### src/rtl/sequenciador_medidas_hcsr04_pkg.sv
// sequenciador_medidas_hcsr04_pkg: state codes (equal to db_estado) and shared widths
package sequenciador_medidas_hcsr04_pkg;
   localparam int BCD_W = 12;
   localparam logic [3:0] DB_INVALIDO = 4'b1110;
   typedef enum logic [3:0] {
      INICIAL        = 4'b0000,
      ESPERA_PERIODO = 4'b0001,
      ACIONA         = 4'b0010,
      ESPERA_PRONTO  = 4'b0011,
      ARMAZENA       = 4'b0100,
      CALCULA        = 4'b0101,
      TIMEOUT_ST     = 4'b0110,
      ERRO           = 4'b1101,
      FINAL          = 4'b1111
   } estado_t;
endpackage

### src/rtl/mediana3.sv
// mediana3: combinational median of three packed-BCD values (BCD orders like binary)
module mediana3
   import sequenciador_medidas_hcsr04_pkg::*;
(
   input  logic [BCD_W-1:0] a_i,
   input  logic [BCD_W-1:0] b_i,
   input  logic [BCD_W-1:0] c_i,
   output logic [BCD_W-1:0] m_o
);
   logic [BCD_W-1:0] mn, mx, t;
   always_comb begin
      mn  = (a_i < b_i) ? a_i : b_i;
      mx  = (a_i < b_i) ? b_i : a_i;
      t   = (mx < c_i) ? mx : c_i;
      m_o = (mn > t) ? mn : t;
   end
endmodule

### src/rtl/sequenciador_medidas_hcsr04_fd.sv
// sequenciador_medidas_hcsr04_fd: shared period/timeout counter, sample store and median register
module sequenciador_medidas_hcsr04_fd
   import sequenciador_medidas_hcsr04_pkg::*;
#(
   parameter int PERIODO    = 2500000,
   parameter int TIMEOUT    = 1500000,
   parameter int MAX_FALHAS = 3
) (
   input  logic             clock,
   input  logic             reset,
   input  logic             zera_i,
   input  logic             conta_i,
   input  logic             captura_i,
   input  logic             armazena_i,
   input  logic             calcula_i,
   input  logic             falha_i,
   input  logic [BCD_W-1:0] medida_i,
   output logic             fim_periodo_o,
   output logic             fim_timeout_o,
   output logic             ultima_o,
   output logic             falhas_max_o,
   output logic [BCD_W-1:0] distancia_o
);
   localparam int MAXC = (PERIODO > TIMEOUT) ? PERIODO : TIMEOUT;
   localparam int CW   = $clog2(MAXC);

   logic [CW-1:0]    cnt_q, cnt_d;
   logic [1:0]       idx_q, idx_d;
   logic [3:0]       falhas_q, falhas_d;
   logic [BCD_W-1:0] amostra_q [3];
   logic [BCD_W-1:0] amostra_d [3];
   logic [BCD_W-1:0] dist_q, dist_d, med;

   mediana3 u_mediana (.a_i(amostra_q[0]), .b_i(amostra_q[1]), .c_i(amostra_q[2]), .m_o(med));

   // one counter serves both waits: every entry to a counting state comes from a clearing state
   always_comb begin
      cnt_d    = conta_i ? cnt_q + 1'b1 : '0;
      idx_d    = (zera_i || calcula_i) ? 2'd0 : armazena_i ? idx_q + 2'd1 : idx_q;
      falhas_d = (zera_i || armazena_i) ? 4'd0 : falha_i ? falhas_q + 4'd1 : falhas_q;
      for (int i = 0; i < 3; i++)
         amostra_d[i] = (captura_i && idx_q == 2'(i)) ? medida_i : amostra_q[i];
      dist_d   = calcula_i ? med : dist_q;
   end

   always_ff @(posedge clock) begin
      if (reset) begin
         cnt_q     <= '0;
         idx_q     <= '0;
         falhas_q  <= '0;
         amostra_q <= '{default: '0};
         dist_q    <= '0;
      end else begin
         cnt_q     <= cnt_d;
         idx_q     <= idx_d;
         falhas_q  <= falhas_d;
         amostra_q <= amostra_d;
         dist_q    <= dist_d;
      end
   end

   assign fim_periodo_o = cnt_q == CW'(PERIODO - 1);
   assign fim_timeout_o = cnt_q == CW'(TIMEOUT - 1);
   assign ultima_o      = idx_q == 2'd2;
   assign falhas_max_o  = falhas_q == 4'(MAX_FALHAS - 1);
   assign distancia_o   = dist_q;
endmodule

### src/rtl/sequenciador_medidas_hcsr04_uc.sv
// sequenciador_medidas_hcsr04_uc: control FSM sequencing trigger, wait, capture and median
module sequenciador_medidas_hcsr04_uc
   import sequenciador_medidas_hcsr04_pkg::*;
(
   input  logic       clock,
   input  logic       reset,
   input  logic       ligar,
   input  logic       pronto_medida,
   input  logic       fim_periodo_i,
   input  logic       fim_timeout_i,
   input  logic       ultima_i,
   input  logic       falhas_max_i,
   output logic       zera_o,
   output logic       conta_o,
   output logic       captura_o,
   output logic       armazena_o,
   output logic       calcula_o,
   output logic       falha_o,
   output logic       medir_o,
   output logic       reset_sensor_o,
   output logic       valido_o,
   output logic       erro_o,
   output logic [3:0] db_estado_o
);
   estado_t est_q, est_d;

   always_ff @(posedge clock)
      est_q <= reset ? INICIAL : est_d;

   always_comb begin
      est_d       = INICIAL;
      db_estado_o = est_q;
      case (est_q)
         INICIAL:        est_d = ESPERA_PERIODO;
         ESPERA_PERIODO: est_d = fim_periodo_i ? ACIONA : ESPERA_PERIODO;
         ACIONA:         est_d = ESPERA_PRONTO;
         ESPERA_PRONTO:  est_d = pronto_medida ? ARMAZENA : fim_timeout_i ? TIMEOUT_ST : ESPERA_PRONTO;
         ARMAZENA:       est_d = ultima_i ? CALCULA : ESPERA_PERIODO;
         CALCULA:        est_d = FINAL;
         FINAL:          est_d = ESPERA_PERIODO;
         TIMEOUT_ST:     est_d = falhas_max_i ? ERRO : ESPERA_PERIODO;
         ERRO:           est_d = ERRO;
         default:        db_estado_o = DB_INVALIDO;
      endcase
      if (!ligar) est_d = INICIAL;
   end

   // datapath side effects are suppressed when ligar drops, so distancia is kept
   assign zera_o         = est_q == INICIAL;
   assign conta_o        = est_q == ESPERA_PERIODO || est_q == ESPERA_PRONTO;
   assign captura_o      = est_q == ESPERA_PRONTO && pronto_medida && ligar;
   assign armazena_o     = est_q == ARMAZENA;
   assign calcula_o      = est_q == CALCULA && ligar;
   assign falha_o        = est_q == TIMEOUT_ST;
   assign medir_o        = est_q == ACIONA;
   assign valido_o       = est_q == FINAL;
   assign erro_o         = est_q == ERRO;
   assign reset_sensor_o = est_q == TIMEOUT_ST || (est_q == ESPERA_PRONTO && !ligar);
endmodule

### src/rtl/sequenciador_medidas_hcsr04.sv
// sequenciador_medidas_hcsr04: periodic HC-SR04 trigger with timeout retry and 3-sample median filter
module sequenciador_medidas_hcsr04
   import sequenciador_medidas_hcsr04_pkg::*;
#(
   parameter int PERIODO    = 2500000,
   parameter int TIMEOUT    = 1500000,
   parameter int MAX_FALHAS = 3
) (
   input  logic             clock,
   input  logic             reset,
   input  logic             ligar,
   input  logic             pronto_medida,
   input  logic [BCD_W-1:0] medida,
   output logic             medir,
   output logic             reset_sensor,
   output logic [BCD_W-1:0] distancia,
   output logic             valido,
   output logic             erro,
   output logic [3:0]       db_estado
);
   logic zera, conta, captura, armazena, calcula, falha;
   logic fim_periodo, fim_timeout, ultima, falhas_max;

   sequenciador_medidas_hcsr04_uc u_uc (
      .clock(clock), .reset(reset), .ligar(ligar), .pronto_medida(pronto_medida),
      .fim_periodo_i(fim_periodo), .fim_timeout_i(fim_timeout), .ultima_i(ultima),
      .falhas_max_i(falhas_max), .zera_o(zera), .conta_o(conta), .captura_o(captura),
      .armazena_o(armazena), .calcula_o(calcula), .falha_o(falha), .medir_o(medir),
      .reset_sensor_o(reset_sensor), .valido_o(valido), .erro_o(erro), .db_estado_o(db_estado)
   );

   sequenciador_medidas_hcsr04_fd #(.PERIODO(PERIODO), .TIMEOUT(TIMEOUT), .MAX_FALHAS(MAX_FALHAS)) u_fd (
      .clock(clock), .reset(reset), .zera_i(zera), .conta_i(conta), .captura_i(captura),
      .armazena_i(armazena), .calcula_i(calcula), .falha_i(falha), .medida_i(medida),
      .fim_periodo_o(fim_periodo), .fim_timeout_o(fim_timeout), .ultima_o(ultima),
      .falhas_max_o(falhas_max), .distancia_o(distancia)
   );
endmodule

### config.mk
export PLATFORM = sky130hd
export DESIGN_NAME = sequenciador_medidas_hcsr04
export DESIGN_NICKNAME = d
export VERILOG_FILES = /design/src/rtl/sequenciador_medidas_hcsr04_pkg.sv /design/src/rtl/mediana3.sv /design/src/rtl/sequenciador_medidas_hcsr04_fd.sv /design/src/rtl/sequenciador_medidas_hcsr04_uc.sv /design/src/rtl/sequenciador_medidas_hcsr04.sv
export SDC_FILE = /design/constraint.sdc
export NUM_CORES = 1
export LEC_CHECK = 0
export BUFFER_PORTS_ARGS = -buffer_cell sky130_fd_sc_hd__buf_2
export CAP_MARGIN = 10
export CORE_MARGIN = 2
export CORE_UTILIZATION = 40
export DETAILED_ROUTE_END_ITERATION = 12
export SYNTH_ARGS = -nofsm -noshare
export SYNTH_HDL_FRONTEND = slang
export SYNTH_SLANG_ARGS = --single-unit
### constraint.sdc
create_clock -name clock -period 9.2 [get_ports clock]
set_clock_uncertainty 0.2 [all_clocks]
set_input_delay 1.38 -clock clock [delete_from_list [all_inputs] [get_ports clock]]
set_output_delay 1.38 -clock clock [all_outputs]
set_load 0.02 [all_outputs]
== Word-level counts from Yosys, hierarchy flattened ==
Cells that the tools add are included.

* Memory bits (writable): 0
* Bits in latches: 0
* Register bits: 80
* Memory bits (read-only): 0
* Input port bits: 16
* Output and inout port bits: 20
* Memories: 0

* Order comparisons: 3
* Muxes and demuxes: 11
* Add/sub/neg operators: 3
* Reduce and logical (&&, ||, !) cells: 20
* Divide/modulo/power cells: 0
* Shifts and indexed selects: 0
* Multipliers: 0
* Equal/unequal tests: 13
* Bitwise operators: 2

{| class="wikitable"
|+ Operator list
! operator !! count
|-
| two-way mux 12 bit || 4
|-
| case mux 4 bit (8 select lines) || 1
|-
| < comparator 12 bit || 2
|-
| adder 22 x 1 -> 22 bit (second input constant) || 1
|-
| == test 22 x 21 -> 1 bit (second input constant) || 1
|-
| == test 22 bit (second input constant) || 1
|-
| == test 4 x 2 -> 1 bit (second input constant) || 3
|-
| == test 4 x 3 -> 1 bit (second input constant) || 3
|-
| > comparator 12 bit || 1
|-
| two-way mux 4 bit || 3
|-
| OR reduction 2 bit || 5
|-
| OR reduction 9 bit || 1
|-
| == test 4 bit (second input constant) || 2
|-
| logical AND 1 bit || 7
|-
| two-way mux 3 bit || 2
|-
| adder 4 x 1 -> 4 bit (second input constant) || 1
|-
| == test 4 x 1 -> 1 bit (second input constant) || 1
|-
| logical NOT 4 bit || 1
|-
| logical OR 1 bit || 4
|-
| adder 2 x 1 -> 2 bit (second input constant) || 1
|-
| == test 2 x 1 -> 1 bit (second input constant) || 1
|-
| == test 2 bit (second input constant) || 1
|-
| logical NOT 2 bit || 1
|-
| two-way mux 2 bit || 1
|-
| 2 further kinds || 3
|}

== Logic depth before layout (Yosys ltp) ==
* Depth in word-level cells: 6
* Mapped depth: 32

== Modules after synthesis ==
Synthesis repeated with hierarchy kept, for this count alone.

* Cell total of the unflattened synthesis: 603
* Area, all modules: 4941.0 um^2

{| class="wikitable"
|+ By module, submodules not included
! module !! times used !! area an instance (um^2) !! cells an instance !! sequential area each (um^2)
|-
| sequenciador_medidas_hcsr04_fd || 1 || 3061.7 || 361 || 1521.5
|-
| mediana3 || 1 || 1460.2 || 190 || 0.0
|-
| sequenciador_medidas_hcsr04_uc || 1 || 419.2 || 52 || 80.1
|}

== Least setup slack after synthesis ==
Ideal clock, no wire load.

* Kind: register -> register
* From: register u_fd.amostra_q[23] (netlist bit)
* To: register u_fd.dist_q[10] (netlist: u_fd.distancia_o[10])
* Slack: 3.193 ns
* Stages on the path, launching flop included: 33
* Setup time: 0.119 ns
* Buffers on the path: 6
* Arrival time: 5.688 ns
* Path through: dfxtp_1 -> inv_1 -> ha_1 -> nand4_1 -> a211o_1 -> o311a_1 -> nand2_1 -> buf_2 -> buf_1 -> buf_2 -> nand2_1 -> o21ai_1 -> ha_1 -> o21ai_0 -> nand2b_1 -> a21oi_1 -> nand2b_1 -> a21oi_1 -> or2_1 -> buf_6 -> buf_2 -> nor2_1 -> a21oi_1 -> ha_1 -> a21o_1 -> nand3_1 -> a21oi_1 -> o41a_1 -> clkbuf_1 -> o21ai_1 -> o211ai_1 -> o21ai_1 -> o21ai_1

* Longest elaborated chain between the ends: 6
* Elaborated cells on any way between the ends: 7
* Classes of those cells: order compare (3); mux (4)

{| class="wikitable"
|+ RTL lines
! item !! RTL line !! source
|-
| start: declaration || sequenciador_medidas_hcsr04_fd.sv:30 || <nowiki>logic [BCD_W-1:0] amostra_q [3];</nowiki>
|-
| start signal: assignment || sequenciador_medidas_hcsr04_fd.sv:57 || <nowiki>amostra_q <= amostra_d;</nowiki>
|-
| < comparator 12 bit || mediana3.sv:12, mediana3.sv:13 ||
|-
| two-way mux 12 bit || mediana3.sv:13 || <nowiki>mx = (a_i < b_i) ? b_i : a_i;</nowiki>
|-
| < comparator 12 bit || mediana3.sv:14 || <nowiki>t = (mx < c_i) ? mx : c_i;</nowiki>
|-
| two-way mux 12 bit || mediana3.sv:14 ||
|-
| > comparator 12 bit || mediana3.sv:15 || <nowiki>m_o = (mn > t) ? mn : t;</nowiki>
|-
| two-way mux 12 bit * || mediana3.sv:15 ||
|-
| end signal: assignment || sequenciador_medidas_hcsr04_fd.sv:58 || <nowiki>dist_q <= dist_d;</nowiki>
|-
| end: declaration || sequenciador_medidas_hcsr04_fd.sv:32 || <nowiki>logic [BCD_W-1:0] dist_q, dist_d, med;</nowiki>
|}

Mark *: on every way between the ends. The rest lies on a longest branch, timed or not.
A chain may end at the register's enable or synchronous reset.

== Worst setup path after layout ==
* From: register u_fd.amostra_q[21] (netlist bit)
* To: register u_fd.dist_q[11] (netlist: u_fd.distancia_o[11])

Same word-level chain as after synthesis.

==> qor.csv <==
metric,value,unit
largest area contributor in the netlist,dfxtp_1,
Final Hold Fails,0,
Syn. warnings,0,
Maximum Capacitance Violations,0,
Post-synth ARST share,0,%
post-CTS sizing,0,
final antenna-violating net count,0,
Hold Buf Count CTS,0,
initial antenna violation count,0,
HPWL Detailed,9.036,mm
Via density,5.561,
hold slack,0.2412,ns
final setup fails,0,
DIE WIDTH,114.2,um
dpl ws,2.074,ns
Slew Limit Fails,0,
Die Area,13050,um^2
pin slew with the least headroom to its limit,1.062,ns
CTS buffer count,9,
IO Port Bufs,35,
clk buf depth,2,
VDD IR max,90.81,uV
drt wl/cell,15.58,um
Final WS setup,1.901,ns
CP peak stage delay,0.78,ns
CTS tree,yes,
"Net Count, Synth",659,
first-pass GRT wire length,20.00,mm
"most common cell after layout, fill and taps aside",nor2_1,
residual DRC count,0,
Synth cell types,51,
Most Crowded Layer GR,met2,
flop-to-flop setup slack,1.90,ns
final WL,12.07,mm
total power,729.3,uW
Placer Congestion,0.9004,
Buffers & Inverters on Critical Path,2,
CP endpoint kind,flop,
CTS Sinks,80,
vias in the first global route,4008,
Root Buffer,clkbuf_16,
chip height,114.2,um
fraction of layout cells with a size suffix above 1,10.99,%
R2R cell count,24,
Crit-path slowest cell,nand2_1,
H-tree depth,3,
pwr/cell area,134.7,nW/um^2
Top Ports,36,
via count,4310,
fin nets,679,
drt pass-1 iters,4,
Syn Area/Cell,8.059,um^2
critical path class,reg -> reg,
Top delay family on crit path,compound AO/OA/AOI/OAI gates,
status,finished clean,
number of cell rows,40,
GR met1 Demand/Resource,27.30,%
"EDFF count, synth",0,
Peak Freq,137.0,MHz
post-synthesis cell area,4860,um^2
"commonest cells after routing, fill and taps aside","87 x nor2_1, 80 x dfxtp_1, 43 x nand2_1, 43 x a21oi_1",
synthesized flop and latch total,80,
clock-pin slew on the worst setup and hold paths,0.06,ns
met3 usage,4.500,%
Startpoint Class,flop,
Final Cycle Share,79.34,%
share of the synthesized area in the top cell type,32.96,%
crit path cell chain,inv_1 > ha_1 > nand4_1 > a211o_1 > o311a_1 > nand2_1 > a21oi_1 > inv_1 > ha_1 > a2111oi_0 > o21ai_0 > a21oi_1 > nor2_1 > or2_1 > nor2_1 > a21oi_1 > ha_1 > nand4_1 > a211oi_1 > o41a_1 > nor3_1 > mux2i_1 > o22ai_1 > o21ai_1,
Syn Inst Count,603,
Iteration-0 DRC Markers,233,
Leak,2.407,nW
"Primary FF master, synth",dfxtp_1,
hold crit path type,reg -> reg,
R2R Path End,u_fd.distancia_o[11],
Slew HR,29.23,%
Setup TNS,0,ns
total grt overflow,0,
sequential share of the synthesized area,32.96,%
Worst-Skew Late Latency,0.34,ns
fin crit period,7.299,ns
area grow syn2layout,11.43,%
number of diodes,0,
Critical Path RT,9.27,ns
Starting Density,40.80,%
Total GRT Usage,19.16,%
Worst setup startpoint,u_fd.amostra_q[21],
largest net degree at the start of global routing,41,
CP Depth,24,
crit path to,u_fd.distancia_o[11],
Reg-to-Reg Start,u_fd.amostra_q[21],
Synth area leaders,"dfxtp_1 33%, ha_1 10%, mux2i_1 8.4%, nor2_1 6.7%, a21oi_1 4.4%",
GRT met2 Usage,28.85,%
Core Region,11910,um^2
RSZ-0062 raised after global routing,no,
"critical path fanouts, max",29,
setup bufs post-CTS,0,
arrival time worst endpoint,7.37,ns
==> through the flow <==
stage,utilization (%),cells,instance area (um^2)
detailed placement,42.90,759,5110
CTS,45.46,775,5415
global placement,42.90,759,5110
global route,45.46,775,5415
floorplan,-,603,4860
finish,45.46,775,5415
==> synth_stat cells (5+ instances only) <==
cell type / number
a21oi_1: 43
buf_1: 5
clkbuf_1: 17
dfxtp_1: 80
ha_1: 40
inv_1: 41
mux2_2: 11
mux2i_1: 41
nand2_1: 43
nand2b_1: 6
nand3_1: 18
nand4_1: 10
nor2_1: 87
nor3_1: 18
o211ai_1: 11
o21ai_0: 19
o21ai_1: 20
o22ai_1: 10
or3_1: 8
xnor2_1: 9
xor2_1: 10
==> worst min-delay path by stage <==
stage,startpoint,end,slack (ns),depth (start not counted)
floorplan,u_fd.cnt_q[0],u_fd.cnt_q[0],0.23,1
global placement,u_fd.distancia_o[5],u_fd.distancia_o[5],0.24,2
detailed placement,u_fd.distancia_o[5],u_fd.distancia_o[5],0.24,2
CTS,u_fd.distancia_o[5],u_fd.distancia_o[5],0.24,2
global route,u_fd.distancia_o[2],u_fd.distancia_o[2],0.27,2
finish,u_fd.distancia_o[5],u_fd.distancia_o[5],0.24,2
==> worst min-delay path: cells and delay by family, from the launching register on <==
| family | cells | cell delay (ns) |
|---|---|---|
| AOI/OAI and AO/OA | 1 | 0.05 |
| DFF | 1 | 0.30 |
| and+or+nand+nor | 1 | 0.05 |
==> cell families after synthesis <==
logic type,after synthesis,share of synthesized area [%]
simple gates,213,20.08
fa+ha+maj,40,10.30
flops,80,32.96
compound gates,130,16.53
mux,53,11.23
xor+xnor,19,3.424
buf+inv,68,5.484
==> cell type report <==
type / count / area [um^2]
timing repair buffer: 35 / 175.2
inverter: 42 / 157.7
multi-input combinational: 455 / 2992
fill: 1197 / 6496
sequential: 80 / 1602
tap: 147 / 183.9
clock inverter: 6 / 66.31
clock buffer: 10 / 239.0
==> metal layers <==
metal  part of all wire [%]  routed length [um]
met5                      0                   0
met4                    1.3                 151
met3                    6.0                 723
met2                     44                5268
met1                     49                5927
==> power by group <==
group | switching (mW) | total (mW) | internal, mW
Combinational | 0.00967 | 0.0141 | 0.00443
Clock | 0.149 | 0.368 | 0.218
Sequential | 0.000901 | 0.348 | 0.347
==> sequential cells by signal, summed over array words and instances, names as in the netlist <==
signal            cells
u_uc.est_q            4
u_fd.falhas_q         4
u_fd.idx_q            2
u_fd.amostra_q       36
u_fd.distancia_o     12
u_fd.cnt_q           22
Note: power is estimated with default switching activity, not from simulation.
